`config.mk`:
```
export PLATFORM = sky130hd
export DESIGN_NAME = intc_prio
export DESIGN_NICKNAME = d
export VERILOG_FILES = /design/src/rtl/intc_pkg.sv /design/src/rtl/intc_prio_enc.sv /design/src/rtl/intc_prio.sv
export SDC_FILE = /design/constraint.sdc
export NUM_CORES = 1
export LEC_CHECK = 0
export CORE_ASPECT_RATIO = 2
export CORE_UTILIZATION = 35
export CTS_BUF_LIST = sky130_fd_sc_hd__clkbuf_8
export DETAILED_ROUTE_END_ITERATION = 7
export HOLD_SLACK_MARGIN = 0.03
export PLACE_DENSITY = 0.63
export SLEW_MARGIN = 10
export SYNTH_ARGS = -nofsm -noshare
export SYNTH_HDL_FRONTEND = slang
export SYNTH_HIERARCHICAL = 1
export SYNTH_SLANG_ARGS = --single-unit
```
`constraint.sdc`:
```
create_clock -name sys_clk -period 3.3 [get_ports sys_clk]
set_clock_uncertainty 0.05 [all_clocks]
set_input_delay 0.99 -clock sys_clk [delete_from_list [all_inputs] [get_ports sys_clk]]
set_output_delay 0.99 -clock sys_clk [all_outputs]
set_load 0.05 [all_outputs]
```
`src/rtl/intc_pkg.sv`:
```
// Shared types and constants for the intc_prio priority interrupt controller.
package intc_pkg;

  typedef enum logic [1:0] {
    IDLE    = 2'd0,
    PEND    = 2'd1,
    SERVICE = 2'd2
  } state_e;

  // Field positions inside the 32-bit intc_test status word.
  localparam int TST_PEND_LSB  = 0;
  localparam int TST_MASK_LSB  = 4;
  localparam int TST_STATE_LSB = 8;
  localparam int TST_STATE_W   = 2;
  localparam int TST_ID_LSB    = 10;
  localparam int TST_CNT_LSB   = 16;
  localparam int TST_CNT_W     = 16;

  localparam int DEF_VEC_STRIDE = 16;

endpackage

```
`src/rtl/intc_prio_enc.sv`:
```
// Lowest-index-first priority encoder: index 0 wins over every other request.
module intc_prio_enc #(
  parameter int N    = 4,
  parameter int ID_W = 2
) (
  input  logic [N-1:0]    req,
  output logic            valid,
  output logic [ID_W-1:0] id
);

  // NOTE: every output gets a default before the loop so no latch is inferred.
  always_comb begin
    valid = 1'b0;
    id    = '0;
    for (int i = N - 1; i >= 0; i--) begin
      if (req[i]) begin
        valid = 1'b1;
        id    = ID_W'(i);
      end
    end
  end

endmodule

```
`src/rtl/intc_prio.sv`:
```
// Edge-capturing priority interrupt controller with ack/eret handshake tracking.
// Optional INTC_SYNC_EN adds a 2-flop synchronizer on irq_in before edge detect.
module intc_prio
  import intc_pkg::*;
#(
  parameter int NUM_IRQ    = 4,
  parameter int ID_W       = 2,
  parameter int ADDR_W     = 6,
  parameter int VEC_STRIDE = DEF_VEC_STRIDE
) (
  input  logic               sys_clk,
  input  logic               sys_rst,
  input  logic [NUM_IRQ-1:0] irq_in,
  input  logic [NUM_IRQ-1:0] irq_mask,
  input  logic               cpu_ack,
  input  logic               cpu_eret,
  output logic               cpu_int,
  output logic [ADDR_W-1:0]  cpu_vec,
  output logic [31:0]        intc_test
);

  state_e                 state_q;
  logic [NUM_IRQ-1:0]     irq_src;
  logic [NUM_IRQ-1:0]     irq_q;
  logic [NUM_IRQ-1:0]     pending_q, pending_d;
  logic [NUM_IRQ-1:0]     ack_clr;
  logic [ID_W-1:0]        id_q;
  logic [ADDR_W-1:0]      vec_q;
  logic                   int_q;
  logic [TST_CNT_W-1:0]   count_q;
  logic                   sel_valid;
  logic [ID_W-1:0]        sel_id;
  logic [31:0]            test_w;

  function automatic logic [ADDR_W-1:0] vec_of(input logic [ID_W-1:0] id);
    return ADDR_W'(32'(id) * VEC_STRIDE);
  endfunction

`ifdef INTC_SYNC_EN
  logic [NUM_IRQ-1:0] sync1_q, sync2_q;

  always_ff @(posedge sys_clk or posedge sys_rst) begin
    if (sys_rst) begin
      sync1_q <= '0;
      sync2_q <= '0;
    end else begin
      sync1_q <= irq_in;
      sync2_q <= sync1_q;
    end
  end

  assign irq_src = sync2_q;
`else
  assign irq_src = irq_in;
`endif

  // A fresh edge outranks the ack-clear on the same bit.
  assign ack_clr   = (state_q == PEND && cpu_ack) ? (NUM_IRQ'(1) << id_q) : '0;
  assign pending_d = (pending_q & ~ack_clr) | (irq_src & ~irq_q);

  intc_prio_enc #(
    .N    (NUM_IRQ),
    .ID_W (ID_W)
  ) u_enc (
    .req   (pending_q & irq_mask),
    .valid (sel_valid),
    .id    (sel_id)
  );

  // NOTE: all state here uses non-blocking assignments so every flop samples pre-edge values.
  always_ff @(posedge sys_clk or posedge sys_rst) begin
    if (sys_rst) begin
      state_q   <= IDLE;
      irq_q     <= '0;
      pending_q <= '0;
      id_q      <= '0;
      vec_q     <= '0;
      int_q     <= 1'b0;
      count_q   <= '0;
    end else begin
      irq_q     <= irq_src;
      pending_q <= pending_d;
      case (state_q)
        IDLE: begin
          if (sel_valid) begin
            state_q <= PEND;
            id_q    <= sel_id;
            vec_q   <= vec_of(sel_id);
            int_q   <= 1'b1;
          end
        end
        PEND: begin
          if (cpu_ack) begin
            state_q <= SERVICE;
            int_q   <= 1'b0;
          end else if (sel_valid) begin
            id_q  <= sel_id;
            vec_q <= vec_of(sel_id);
          end else begin
            state_q <= IDLE;
            int_q   <= 1'b0;
          end
        end
        SERVICE: begin
          if (cpu_eret) begin
            state_q <= IDLE;
            count_q <= count_q + TST_CNT_W'(1);
          end
        end
        default: begin
          state_q <= IDLE;
          int_q   <= 1'b0;
        end
      endcase
    end
  end

  always_comb begin
    test_w = '0;
    test_w[TST_PEND_LSB +: NUM_IRQ]      = pending_q;
    test_w[TST_MASK_LSB +: NUM_IRQ]      = irq_mask;
    test_w[TST_STATE_LSB +: TST_STATE_W] = state_q;
    test_w[TST_ID_LSB +: ID_W]           = id_q;
    test_w[TST_CNT_LSB +: TST_CNT_W]     = count_q;
  end

  assign cpu_int   = int_q;
  assign cpu_vec   = vec_q;
  assign intc_test = test_w;

endmodule

```
; ---- After elaboration in Yosys (flattened, before gate mapping)
; Index checks and enable logic that the tools add are counted.
[totals]
reg_bits = 35
wordCells = 53
[op_classes]
add_sub_neg = 1
eq_ne = 6
n_shift = 1
mux = 24
n_bitwise = 7
reduce_logical = 7
[op_table]
columns = op, n
row1 = 2-bit two-way mux, 10
row2 = "16-bit by 1-bit adder with 16-bit output, second input constant", 1
row3 = 4-bit AND, 3
row4 = 6-bit two-way mux, 2
row5 = 6-bit one-hot mux with 2 select lines, 1
row6 = 4-bit inverter, 2
row7 = 1-bit two-way mux, 7
row8 = "2-bit != test, second input constant", 3
row9 = 2-bit one-hot mux with 3 select lines, 1
row10 = 3-bit AND reduction, 2
row11 = 4-bit two-way mux, 1
row12 = 4-bit bitwise OR, 1
row13 = 2-bit one-hot mux with 2 select lines, 1
row14 = 2-bit AND reduction, 2
row15 = "1-bit by 2-bit << shifter with 4-bit output, first input constant", 1
row16 = "3-bit != test, second input constant", 1
row17 = 1-bit one-hot mux with 3 select lines, 1
row18 = "2-bit by 1-bit == test with 1-bit output, second input constant", 1
row19 = "2-bit == test, second input constant", 1
row20 = 2-bit logical NOT, 1
row21 = 2-bit nonzero test, 1
row22 = 1-bit logical AND, 1
row23 = 1-bit inverter, 1

; ---- Depth between registers and ports, before layout
[depth]
depth_word = 8
ltp_mapped = 6
depth_no_buf = 6

; ---- Hierarchy
; The synthesis kept the hierarchy.
[by_module_without_submodules]
columns = mod, instances, cells_each, area_per_inst_um2, seq_area_each_um2
row1 = intc_prio, 1, 123, 1355.0, 725.7
row2 = intc_prio_enc, 1, 7, 35.0, 0.0

; ---- Worst setup path after synthesis
; No wires, ideal clock.
[synth_path]
kind = input port to flip-flop
startpoint = input port cpu_eret
endpoint = register count_q[13]
setup_ps = 82
arrival_ps = 2090
slack_ps = 1079
path_stages = 5
path_buffers = 1
path_cell_list = nand3b_4 -> or4_4 -> buf_6 -> nor3_4 -> xor2_1
[synth_via]
elab_chain_len = 1
[synth_rtl]
columns = element, line
row1 = from (decl), intc_prio.sv:16  ; input logic cpu_eret,
row2 = 2-bit AND reduction (no line), --
row3 = to (signal assigned), intc_prio.sv:107  ; count_q <= count_q + TST_CNT_W'(1);
row4 = to (decl), intc_prio.sv:30  ; logic [TST_CNT_W-1:0] count_q;
; Every way passes these cells.
; A chain may end at the register's enable or synchronous reset.

; ---- Final worst setup path
[layout_path]
startpoint = input port irq_mask[0]
endpoint = output port intc_test[4]
[layout_rtl]
columns = element, line
row1 = from (decl), intc_prio.sv:14  ; input logic [NUM_IRQ-1:0] irq_mask,
row2 = to (decl), intc_prio.sv:19  ; output logic [31:0] intc_test
; No word-level cell between the ends.

==> key figures <==
Timing
  – Slew headroom: between 60% and 70%
  – Slew @ Worst Pin: roughly 0.50 ns
  – Final setup fails: 0
  – Setup TNS: 0 ns
  – Final Hold Viols: 0
  – Worst setup margin: 0.590 ns
  – Period utilization: 82.1%
  – Peak Freq: 0.369 GHz
  – Min cycle time layout: 2.71 ns
  – WHS: 0.366 ns
  – RSZ-0062 raised after global routing: no
  – Final Max Tran Viols: 0

Pwr
  – Comb pwr share: 45.8%
  – Switch share: a little under half
  – Leak: 0.941 nW
  – Net load switching power: 0.000666 W
  – Sequential Power Share: 34.9%
  – Max VDD drop: 666 uV
  – P_int: 0.000813 W
  – Tot Pwr: roughly 0.0015 W
  – Clock power share: between 10% and 20%
  – Pwr Density: 768 nW/um^2

Finish
  – Fill count: 391
  – Layout cells sized above 1: 12.6%
  – Final nets: 186
  – Synthesis-to-finish area growth: 38.5%
  – Layout Cells excl Fill: around 230
  – Antenna diodes: 0

Setup path
  – Path type of the worst setup path: in -> out
  – Top cell family by delay on the critical path: buffers and inverters
  – Required @ worst endpoint: 2.26 ns
  – Critical-path top delay cell: clkdlybuf4s50_1
  – CP endpoint kind: primary output
  – CP Cell Sequence: clkdlybuf4s50_1 > buf_12
  – CP max stage delay: 0.53 ns
  – CP Buf/Inv Count: 2
  – Setup crit start kind: input port
  – Crit path max fanout: 2
  – Critical path arrival: 1.67 ns

Detailed routing
  – Pre-Repair DR Iteration Count: 4
  – Final antenna-violating net count: 0
  – Via count: 1016
  – Vias per cell: 4.52
  – Wirelength per Cell: 12.7 um
  – Iter 0 DRT Violations: 23
  – DRC viols: 0
  – WL final: 2850 um

Floorplan
  – Die Ht: between 90 and 100 um
  – Die Area: between 4000 and 5000 um^2
  – Die width: between 40 and 50 um
  – FP Rows: 32
  – Core area: 3840 um^2
  – Starting Density: 36.2%
  – Num ports: 51

Min path
  – Worst hold path type: reg -> reg

Synth
  – Avg Inst Size Synth: 10.7 um^2
  – Synth cell types: 28
  – Register area share after synthesis: 52.2%
  – Yosys warns: 6
  – Number of synthesized flops with an enable pin: 0
  – Synth Flop Type: dfrtp_1
  – Ys async rst share: 100%
  – #FFs+latches synth: 29
  – Synth Instances: 130
  – Cell area after synthesis: 1390 um^2

Global routing
  – GR Util All Layers: 15.4%
  – Pin count of the biggest net entering global routing: 30
  – Gr ovfl total: 0
  – Vias in the first global route: 997
  – Antenna violations before repair: 0
  – First-pass GRT wire length: 4600 um

Flow run
  – MaxCap Viol Count: 0

Clock network
  – Post-CTS setup repair buffer count: 0
  – CTS buffer count: 5
  – Clock Root Buffer: clkbuf_8
  – H-tree Lvls: 2
  – CTS Buffer Depth: 2
  – Gates resized, CTS repair: 0
  – Worst-path clk slew: ~0.060 ns
  – CTS tree: done
  – Worst-skew pair later-pin latency: 0.28 ns
  – Post-CTS Hold Fix Bufs: 0
  – Clock sinks: 29

Place
  – Placed Cells: 217
  – Setup WS pre-CTS: 0.483 ns
  – Port Buffers: 42
  – Placer Congestion: 0.757
  – DP Wirelength: 2120 um

Run status
  – Status: finished clean
[layout make-up]
type                            instances  area, um^2  share of cell area, %
Clock buffer                            5        68.8                   3.57
Multi-Input combinational cell         84         541                   28.1
Sequential cell                        29         726                   37.7
Inverter                                9        33.8                   1.75
Tap cell                               51        63.8                   3.31
Clock inverter                          3        17.5                  0.910
Timing Repair Buffer                   44         475                   24.7
[power groups by stage]
stage / combinational [W] / sequential, W / clock, W
global route: 0.000719 / 0.000531 / 0.000308
floorplan: 0.000245 / 0.000746 / 0
detailed placement: 0.000683 / 0.000523 / 0
global placement: 0.000672 / 0.000517 / 0
CTS: 0.000684 / 0.000518 / 0.000298
finish: 0.000677 / 0.000516 / 0.000286
[logic make-up after synthesis]
kind of cell	count (synthesis)	synth area share, %
XOR/XNOR	15	9.45
multiplexers	3	2.43
AND/OR/NAND/NOR	47	19.6
flip-flops	29	52.2
AO/OA/AOI/OAI	10	4.32
other	1	0.270
buffers and inverters	24	10.8
adder cells (fa/ha/maj)	1	0.900
[routing by layer]
metal  GRT usage [%]  vias up  wire length, um
met5               0        -                0
met1            16.6      484             1090
met3            3.58        7              161
met2            25.1       39             1520
li1                -      486                -
met4            9.56        0               80
[cells in the final DEF, fill, tap and decap left out, types with 2 or more instances in the layout]
cell | synthesis | routed
nor4_1 | 2 | 2
inv_1 | 9 | 9
xnor2_1 | 4 | 4
and2_1 | 4 | 4
nand2_1 | 14 | 14
clkbuf_8 | 0 | 5
nand3_1 | 5 | 5
clkdlybuf4s50_1 | 0 | 38
buf_4 | 14 | 2
nor3_4 | 2 | 2
o21ai_0 | 7 | 7
buf_12 | 0 | 4
nor3_1 | 3 | 3
xor2_1 | 11 | 11
nor2_1 | 8 | 8
nand4_1 | 2 | 2
mux2_2 | 3 | 3
clkinv_2 | 0 | 2
conb_1 | 1 | 8
dfrtp_1 | 29 | 29
[cells in the mapped netlist (all sizes together) (2+ instances only)]
cell type | instances | share of area, %
mux2 | 3 | 2.4
nor2 | 8 | 2.2
nand2 | 14 | 3.8
buf | 15 | 8.4
nand3b | 2 | 2.0
inv | 9 | 2.4
nand3 | 5 | 1.8
xnor2 | 4 | 2.5
xor2 | 11 | 6.9
nor3 | 5 | 3.4
nand4 | 2 | 0.90
dfrtp | 29 | 52
and2 | 4 | 1.8
nor4 | 2 | 0.90
o21ai | 7 | 2.5
[registers in the layout, summed over array words and instances, names as in the netlist]
name,cells
state_q,2
cpu_vec,2
count_q,16
pending_q,4
irq_q,4
cpu_int,1
[path summary, 6_finish.rpt]
check	startpoint	endpoint	slack, ns	depth (start not counted)
min in group asynchronous	sys_rst	count_q[4]$_DFFE_PP0P_	1.03	3
min	irq_q[0]$_DFF_PP0_	pending_q[0]$_DFF_PP0_	0.37	1
max reg2reg	state_q[0]$_DFFE_PP0P_	count_q[15]$_DFFE_PP0P_	1.50	4
max	irq_mask[0]	intc_test[4]	0.59	2
min reg2reg	irq_q[0]$_DFF_PP0_	pending_q[0]$_DFF_PP0_	0.37	1
max in group asynchronous	sys_rst	pending_q[1]$_DFF_PP0_	1.91	3
[metrics by stage]
step / utilization [%] / cell area [um^2]
3_5_place_dp: 47.9 / 1840
4_1_cts: 50.1 / 1930
6_report: 50.1 / 1930
3_3_place_gp: 47.9 / 1840
2_1_floorplan: - / 1420
5_1_grt: 50.1 / 1930
(Power assumes the default switching activity.)
